===== config.mk =====
export PLATFORM = sky130hd
export DESIGN_NAME = down_timer12
export DESIGN_NICKNAME = d
export VERILOG_FILES = /design/src/rtl/down_timer12_pkg.sv /design/src/rtl/down_timer12.sv
export SDC_FILE = /design/constraint.sdc
export NUM_CORES = 1
export LEC_CHECK = 0
export CORE_MARGIN = 4
export CORE_UTILIZATION = 50
export CTS_BUF_LIST = sky130_fd_sc_hd__clkbuf_2 sky130_fd_sc_hd__clkbuf_4 sky130_fd_sc_hd__clkbuf_8
export DETAILED_ROUTE_END_ITERATION = 16
export HOLD_SLACK_MARGIN = 0.12
export PLACE_DENSITY = 0.79
export SLEW_MARGIN = 40
export SYNTH_ARGS = -nofsm -noshare
export SYNTH_HDL_FRONTEND = slang
export SYNTH_SLANG_ARGS = --single-unit

===== constraint.sdc =====
create_clock -name clk -period 3.8 [get_ports clk]
set_input_delay 0.57 -clock clk [delete_from_list [all_inputs] [get_ports clk]]
set_output_delay 0.57 -clock clk [all_outputs]
set_load 0.005 [all_outputs]

===== src/rtl/down_timer12_pkg.sv =====
// rtl/down_timer12_pkg.sv - shared width default and state encoding for the down timer
package down_timer12_pkg;

  localparam int DEFAULT_WIDTH = 12;

  typedef enum logic [1:0] {
    ST_IDLE = 2'd0,
    ST_RUN  = 2'd1,
    ST_DONE = 2'd2
  } state_t;

endpackage


===== src/rtl/down_timer12.sv =====
// rtl/down_timer12.sv - loadable down counter with stop, auto-reload and terminal-count pulse
module down_timer12
  import down_timer12_pkg::*;
#(
  parameter int WIDTH = DEFAULT_WIDTH
) (
  input  logic             clk,
  input  logic             reset,
  input  logic             enable,
  input  logic             start,
  input  logic             stop,
  input  logic             auto_reload,
  input  logic [WIDTH-1:0] load,
  output logic [WIDTH-1:0] count,
  output logic             busy,
  output logic             expired,
  output logic             tc
);

  state_t           state, state_next;
  logic [WIDTH-1:0] count_next;
  logic [WIDTH-1:0] reload_reg, reload_next;
  logic             tc_next;

  // start wins over everything; stop wins over enable while running.
  always_comb begin
    state_next  = state;
    count_next  = count;
    reload_next = reload_reg;
    tc_next     = 1'b0;
    if (start) begin
      reload_next = load;
      if (load == '0) begin
        count_next = '0;
        state_next = ST_DONE;
        tc_next    = 1'b1;
      end else begin
        count_next = load;
        state_next = ST_RUN;
      end
    end else if (state == ST_RUN) begin
      if (stop) begin
        state_next = ST_IDLE;
      end else if (enable) begin
        if (count > WIDTH'(1)) begin
          count_next = count - WIDTH'(1);
        end else begin
          // count is never 0 in RUN, so this branch is the count==1 expiry
          tc_next = 1'b1;
          if (auto_reload) begin
            count_next = reload_reg;
          end else begin
            count_next = '0;
            state_next = ST_DONE;
          end
        end
      end
    end
  end

  always_ff @(posedge clk or posedge reset) begin
    if (reset) begin
      state      <= ST_IDLE;
      count      <= '0;
      reload_reg <= '0;
      tc         <= 1'b0;
    end else begin
      state      <= state_next;
      count      <= count_next;
      reload_reg <= reload_next;
      tc         <= tc_next;
    end
  end

  assign busy    = (state == ST_RUN);
  assign expired = (state == ST_DONE);

endmodule


## Word level (Yosys, flattened, before mapping)

Index checks and enable logic that the tools add are counted.
W data, S select, Z words.

| word-level totals | value |
|---|---|
| bits of input ports | 18 |
| output and inout port bits | 15 |
| logic and storage cells | 37 |
| bits in registers | 27 |

| operators by class | value |
|---|---|
| equal/unequal tests | 5 |
| reductions and logical operators | 6 |
| add/sub/neg operators | 1 |
| $lt $le $gt $ge | 1 |
| muxes and demuxes | 20 |

Operators with widths:

| cell | count |
|---|---|
| $mux W12 | 7 |
| $mux W2 | 7 |
| $gt A12 B1 Y1 const B | 1 |
| $logic_not A12 Y1 | 1 |
| $sub A12 B1 Y12 const B | 1 |
| $mux W1 | 6 |
| $ne A3 B3 Y1 const B | 2 |
| $reduce_and A4 Y1 | 1 |
| $reduce_bool A2 Y1 | 2 |
| $reduce_and A3 Y1 | 1 |
| $reduce_bool A3 Y1 | 1 |
| $eq A2 B1 Y1 const B | 1 |
| $eq A2 B2 Y1 const B | 1 |
| $ne A2 B2 Y1 const B | 1 |

## Longest topological paths before layout

Gate-level depths: netlist (run 1).

| depth | value |
|---|---|
| depth in word-level cells | 6 |
| gate-level depth with buffers | 8 |
| gate-level depth less buffers | 7 |

## Worst setup path before layout (run 1)

OpenSTA, ideal clock, no wires.

| timing | value |
|---|---|
| path type | register -> register |
| start | register count[4] |
| end | register count[7] |
| clock period less this slack | 2149 ps |
| arrival | 2045 ps |
| path buffers | 1 |
| required time | 3697 ps |
| library setup time | 103 ps |
| path slack | 1651 ps |
| stages on the path, launching flop included | 7 |
| cell sequence | dfrtp_1 > or4_4 > or3_4 > nor3_4 > buf_6 > a211oi_1 > o41ai_2 |

| between the ends | value |
|---|---|
| longest elaborated chain between the ends | 6 |
| elaborated cells on any way between the ends | 7 |
| classes of those cells | add/sub (1); order compare (1); mux (5) |

RTL lines:

| item | line | source |
|---|---|---|
| start, declared | down_timer12.sv:14 | `output logic [WIDTH-1:0] count,` |
| start signal, assigned | down_timer12.sv:69 | `count <= count_next;` |
| $sub A12 B1 Y12 or $gt A12 B1 Y1 (tied branches) | down_timer12.sv:46, down_timer12.sv:45 |  |
| $mux W12 (*) | down_timer12.sv:45 | `if (count > WIDTH'(1)) begin` |
| $mux W12 (*) | down_timer12.sv:44 | `end else if (enable) begin` |
| $mux W12 (*) | down_timer12.sv:42 | `if (stop) begin` |
| $mux W12 (*) | down_timer12.sv:41 | `end else if (state == ST_RUN) begin` |
| $mux W12 (*) | down_timer12.sv:31 | `if (start) begin` |

Mark *: on every way between the ends. The rest lies on a longest branch, timed or not. The select of a mux whose other input is x is not followed.
A chain may end at the register's enable or synchronous reset.

## Worst setup path in the final report (run 1)

| timing | value |
|---|---|
| start | register count[4] |
| end | register count[1] |

| between the ends | value |
|---|---|
| longest elaborated chain between the ends | 6 |

RTL lines:

| item | line |
|---|---|
| $gt A12 B1 Y1 | down_timer12.sv:45 |
| $mux W12 | down_timer12.sv:45 |
| $mux W12 | down_timer12.sv:44 |
| $mux W12 | down_timer12.sv:42 |
| $mux W12 | down_timer12.sv:41 |
| $mux W12 | down_timer12.sv:31 |

No other way between the ends. The select of a mux whose other input is x is not followed.

==> flow_summary.json, run 1 <==
{
  "dr.pass1.iters": 4,
  "floorplan.core_area_sq_mm": 0.003028,
  "buffer_ports.inserted": 32,
  "dp.cells": 246,
  "maximum_number_of_pins_on_one_net_before_global_route_repair": 28,
  "initial_antenna_violation_count": 0,
  "grt_first_pass_wirelength_um": 6755,
  "hold_ws_ns": 0.5376,
  "clock_tree_from_tritoncts": "yes",
  "io-pin-count": 33,
  "setup_violations": 0,
  "synth.yosys.seq_area_share_pct": 43.03,
  "cts_post_setup_buffers_inserted": 0,
  "synth_enable_flop_cells": 0,
  "critPathCaptureType": "flop",
  "finalClockSkew_ns": 0.008111,
  "max_cap_viol_count": 0,
  "layout-drive-gt1-share_pct": 6.796,
  "hold_viol_final": 0,
  "holdBufCountCts": 0,
  "hpwlAfterDp_um": 3010,
  "cts_made_buffers": 3,
  "postSynthNetCount": 196,
  "clock_tree.htree_level_count": 1,
  "final-instance-count-excl-fill": 250,
  "tns_ns": 0,
  "power_leakage_uw": 0.0007946,
  "timing.final.max_slew_violations": 0,
  "layout_worst_path_cycle_share_pct": 67.31,
  "arrival_ns": 2.80,
  "tightest_slew_ns": 0.7964,
  "critical_path_peak_fanout": 11,
  "layout_commonest_cell": "sky130_fd_sc_hd__clkdlybuf4s50_1",
  "start_util_pct": 51.86,
  "path_cells": "or4_4, or3_4, nor3_4, mux2_2, o21ai_0",
  "post_drt_via_cell_ratio": 5.792,
  "die_x_um": 64.04,
  "finish.net_count": 227,
  "final_cell_mix": "sky130_fd_sc_hd__clkdlybuf4s50_1 (32), sky130_fd_sc_hd__dfrtp_1 (27), sky130_fd_sc_hd__nand2_1 (21)",
  "grt_overflow_total": 0,
  "resize_count_post_cts": 0,
  "worst_ep_required_time_ns": 4.05,
  "maxSlewHeadroom_pct": 46.74,
  "worstSkewPairLatency_ns": 0.32,
  "first_iter_violations": 155,
  "ant_nets": 0,
  "ctsRootBufferMaster": "sky130_fd_sc_hd__clkbuf_4",
  "timing.fmax_mhz": 391.0,
  "holdCritPathClass": "flop to flop",
  "area_growth_pct": 24.14,
  "wl_per_cell_um": 15.97,
  "dieHeight_um": 64.04,
  "mappedNetlistArea_sq_mm": 0.001570,
  "startpoint_type": "flop",
  "synth-seq-cells": 27,
  "worst_path_largest_cell_delay_ns": 0.59,
  "finalWirelength_um": 3992,
  "crit_type": "flop to flop",
  "min_period_ns": 2.558,
  "path_clk_slew_ns": 0.15,
  "die_area_sq_mm": 0.004101,
  "power_density_mw_per_mm2": 342.5,
  "rsz0062_at_grt": "no",
  "postSynth.asyncResetShare_pct": 100.0,
  "status": "finished clean",
  "critical_path.slowest_cell": "sky130_fd_sc_hd__or4_4",
  "tritoncts_num_sinks": 27,
  "syn-mean-instance-area_sq_um": 8.922,
  "grt.total_usage_pct": 20.75,
  "route.vias.total": 1448,
  "ys_dominant_reg_cell": "sky130_fd_sc_hd__dfrtp_1",
  "vias_in_the_first_global_route": 1379,
  "ir_drop_v": 0.0002444,
  "post-route-drc-count": 0,
  "standard_cell_rows": 20,
  "number_of_distinct_library_cell_variants_in_the_gate_level_netlist_after_synthesis": 45,
  "synthesis.yosys.warnings": 0,
  "syn-instance-count": 176,
  "place_congestion": 0.9001,
  "antenna_cells": 0,
  "clock_tree.buffer_depth": 2
}
## layout make-up
type | count | area (sq um)
Tap cell | 44 | 55.05
Fill cell | 267 | 1079
Timing Repair Buffer | 33 | 327.8
Multi-Input combinational cell | 124 | 793.3
Sequential cell | 27 | 675.6
Clock buffer | 4 | 30.03
Inverter | 18 | 67.56
## cells by family (layout without fill, tap and decap cells)
logic type | Yosys count | in the layout | synth area share, %
simple gates | 61 | 61 | 20.80
xor+xnor | 2 | 2 | 1.116
mux | 5 | 5 | 3.506
fa+ha+maj | 2 | 2 | 1.593
compound gates | 54 | 54 | 23.51
flops | 27 | 27 | 43.03
buf+inv | 25 | 55 | 6.454
## synthesized netlist by cell type (2+ instances only)
cell,instances,share of area (%)
sky130_fd_sc_hd__ha_1,2,1.6
sky130_fd_sc_hd__a2111oi_0,2,1.1
sky130_fd_sc_hd__a211oi_1,3,1.4
sky130_fd_sc_hd__clkbuf_1,6,1.4
sky130_fd_sc_hd__inv_1,18,4.3
sky130_fd_sc_hd__nor3_1,6,1.9
sky130_fd_sc_hd__nand2_1,21,5.0
sky130_fd_sc_hd__nor2_1,9,2.2
sky130_fd_sc_hd__o311ai_0,2,1.1
sky130_fd_sc_hd__a221oi_1,4,2.2
sky130_fd_sc_hd__or3_1,3,1.2
sky130_fd_sc_hd__o21ai_0,13,4.1
sky130_fd_sc_hd__o22a_1,4,2.2
sky130_fd_sc_hd__and2_1,2,0.80
sky130_fd_sc_hd__a31oi_1,4,1.6
sky130_fd_sc_hd__mux2_2,4,2.9
sky130_fd_sc_hd__a21oi_1,11,3.5
sky130_fd_sc_hd__dfrtp_1,27,43
sky130_fd_sc_hd__nor4_1,4,1.6
sky130_fd_sc_hd__nand2b_1,3,1.2
sky130_fd_sc_hd__nor2b_1,3,1.2
sky130_fd_sc_hd__a22oi_1,2,0.96
## report_power, final
part	switching [uW]	internal (uW)
logic	79.6	96.1
clock network	83.5	48.2
registers	42.1	318
total	205	462
## worst paths after layout
path	startpoint	to	slack, ns	depth (start not counted)
setup / recovery	count[4]	count[1]	1.24	5
hold / removal	reload_reg[7]	reload_reg[7]	0.54	2
setup reg to reg	count[4]	count[1]	1.24	5
hold reg to reg	reload_reg[7]	reload_reg[7]	0.54	2
max in group asynchronous	reset	reload_reg[3]	2.82	2
min in group asynchronous	reset	state[1]	0.60	2
## stage by stage
stage	area, sq um	worst slack, ns	total power, uW	util, %
floorplan	1570	1.651	448.3	-
global placement	1919	1.187	534.1	63.39
detailed placement	1919	1.189	540.5	63.39
CTS	1949	1.260	670.2	64.38
global route	1949	1.102	707.9	64.38
finish	1949	1.242	667.6	64.38
## routing by layer
| layer | up-vias | part of all wire (%) | GRT usage [%] |
|---|---|---|---|
| met1 | 688 | 46 | 29.84 |
| li1 | 702 | - | - |
| met5 | - | 0 | 0 |
| met4 | 0 | 1.0 | 5.121 |
| met3 | 6 | 6.2 | 3.515 |
| met2 | 52 | 47 | 32.39 |
## worst max-delay path: cells and delay by family (launching register included)
kind | cells | cell delay [ns]
compound gates | 1 | 0.15
mux | 1 | 0.39
simple gates | 3 | 1.44
flops | 1 | 0.49
(Power assumes the default switching activity.)
==> inputs of run 2 (changes only) <==
Settings changed: CORE_UTILIZATION 50 to 47, PLACE_DENSITY 0.79 to 0.78.
Clock period 3.8 ns to 2.25 ns, I/O delays scaled along.
==> flow_summary.json, run 2 (synthesis results as in run 1) <==
{
  "path_cells": "or4_4, or3_4, nor3_4, buf_4, mux2_4, o21ai_2",
  "regToRegStartpoint": "count[5]",
  "layout_commonest_cell": "sky130_fd_sc_hd__clkdlybuf4s50_1",
  "finalClockSkew_ns": 0.01972,
  "tritoncts_num_sinks": 27,
  "vias_in_the_first_global_route": 1493,
  "power_uw": 1190,
  "place_congestion": 0.9405,
  "arrival_ns": 2.47,
  "r2r_cells": 6,
  "final-instance-count-excl-fill": 269,
  "start_util_pct": 50.20,
  "clock_tree_from_tritoncts": "yes",
  "ir_drop_v": 0.0003120,
  "hold_viol_final": 0,
  "reg2reg_slack_ns": 0.04,
  "post-route-drc-count": 0,
  "cpLargestDelayFamily": "simple AND/OR/NAND/NOR gates",
  "dieHeight_um": 65.80,
  "min_period_ns": 2.210,
  "first_iter_violations": 148,
  "worst_path_largest_cell_delay_ns": 0.55,
  "wl_per_cell_um": 16.42,
  "finalWirelength_um": 4417,
  "holdCritPathClass": "input port to asynchronous set/reset pin",
  "startpoint_type": "flop",
  "dr.pass1.iters": 4,
  "most_used_routing_layer": "met2",
  "io-pin-count": 33,
  "final.fill_count": 252,
  "worstSkewPairLatency_ns": 0.33,
  "max_cap_viol_count": 0,
  "critPathCaptureType": "flop",
  "status": "finished clean",
  "final_core_util_pct": 68.32,
  "antenna_cells": 0,
  "layout-drive-gt1-share_pct": 16.44,
  "critical_path.slowest_cell": "sky130_fd_sc_hd__or4_4",
  "ant_nets": 0,
  "power_density_mw_per_mm2": 556.7,
  "initial_antenna_violation_count": 0,
  "timing.fmax_mhz": 452.5,
  "grt_util_met3_pct": 2.721,
  "setup_violations": 0,
  "critical_path_buf_inv_count": 1,
  "power_leakage_uw": 0.0009051,
  "tns_ns": 0,
  "clock_tree.buffer_depth": 2,
  "maxSlewHeadroom_pct": 67.18,
  "standard_cell_rows": 20,
  "grt_overflow_total": 0,
  "worst_ep_required_time_ns": 2.51,
  "buffer_ports.inserted": 32,
  "finish.net_count": 246,
  "area_growth_pct": 36.10,
  "post_drt_via_cell_ratio": 5.855,
  "die_area_sq_mm": 0.004330,
  "dp.cells": 264,
  "hpwlAfterDp_um": 3308,
  "met1_demand_to_capacity_share_in_global_routing_pct": 29.14,
  "route.vias.total": 1575,
  "floorplan.core_area_sq_mm": 0.003128,
  "critical_path_peak_fanout": 6,
  "ctsRootBufferMaster": "sky130_fd_sc_hd__clkbuf_4",
  "tightest_slew_ns": 0.4857,
  "cts_made_buffers": 3,
  "grt.total_usage_pct": 20.85,
  "path_clk_slew_ns": 0.17,
  "grtUsageMet2_pct": 34.04,
  "timing.final.max_slew_violations": 0,
  "crit_type": "flop to flop",
  "die_x_um": 65.80,
  "clock_tree.htree_level_count": 1,
  "maximum_number_of_pins_on_one_net_before_global_route_repair": 30,
  "grt_first_pass_wirelength_um": 7031,
  "final_cell_mix": "sky130_fd_sc_hd__clkdlybuf4s50_1 (32), sky130_fd_sc_hd__dfrtp_1 (27), sky130_fd_sc_hd__nand2_1 (21)",
  "layout_worst_path_cycle_share_pct": 98.23,
  "timing.rr.end": "count[1]"
}
run 2: layout make-up:
cell class | count | area, sq um | share of cell area, %
multi-input combinational | 124 | 822.0 | 38.47
sequential | 27 | 675.6 | 31.62
timing repair buffer | 52 | 486.7 | 22.78
inverter | 18 | 67.56 | 3.162
tap | 44 | 55.05 | 2.576
clock buffer | 3 | 22.52 | 1.054
clock inverter | 1 | 7.507 | 0.3513
run 2: timing repair:
| item | CTS | global route |
|---|---|---|
| setup endpoints to repair | 0 | 7 |
| hold buffers | 0 | 0 |
| gates resized for setup | 0 | 8 |
| setup buffers | 0 | 1 |
run 2: worst max path at each step:
stage                  start  depth (start not counted)  endpoint
floorplan           count[4]                          6  count[7]
CTS                 count[4]                          5  count[1]
global placement      enable                          7  count[7]
detailed placement    enable                          7  count[7]
finish              count[5]                          6  count[1]
global route        count[4]                          6  count[1]
run 2: where the power goes:
part	switching (uW)	internal, uW	total, uW
clock network	156	67.8	224
registers	51.6	537	589
logic	173	205	377
total	380	810	1190
run 2: worst register-to-register path, stage by stage (launching register included):
cell,delay (ns)
sky130_fd_sc_hd__dfrtp_1,0.41
sky130_fd_sc_hd__or4_4,0.55
sky130_fd_sc_hd__or3_4,0.43
sky130_fd_sc_hd__nor3_4,0.14
sky130_fd_sc_hd__buf_4,0.18
sky130_fd_sc_hd__mux2_4,0.31
sky130_fd_sc_hd__o21ai_2,0.12
run 2: metal layers:
layer	vias up	wire, um
li1	743	-
met1	770	1906
met2	56	2232
met3	6	239
met4	0	39
met5	-	0
run 2: per-stage QoR:
stage / setup slack [ns] / hold slack [ns] / area [sq um]
CTS: 0.003122 / 0.3524 / 2097
detailed placement: -0.1451 / 0.5002 / 2067
global placement: -0.1286 / 0.4904 / 2067
global route: -0.01366 / 0.3684 / 2137
floorplan: 0.1011 / 0.3902 / 1570
finish: 0.03992 / 0.3340 / 2137
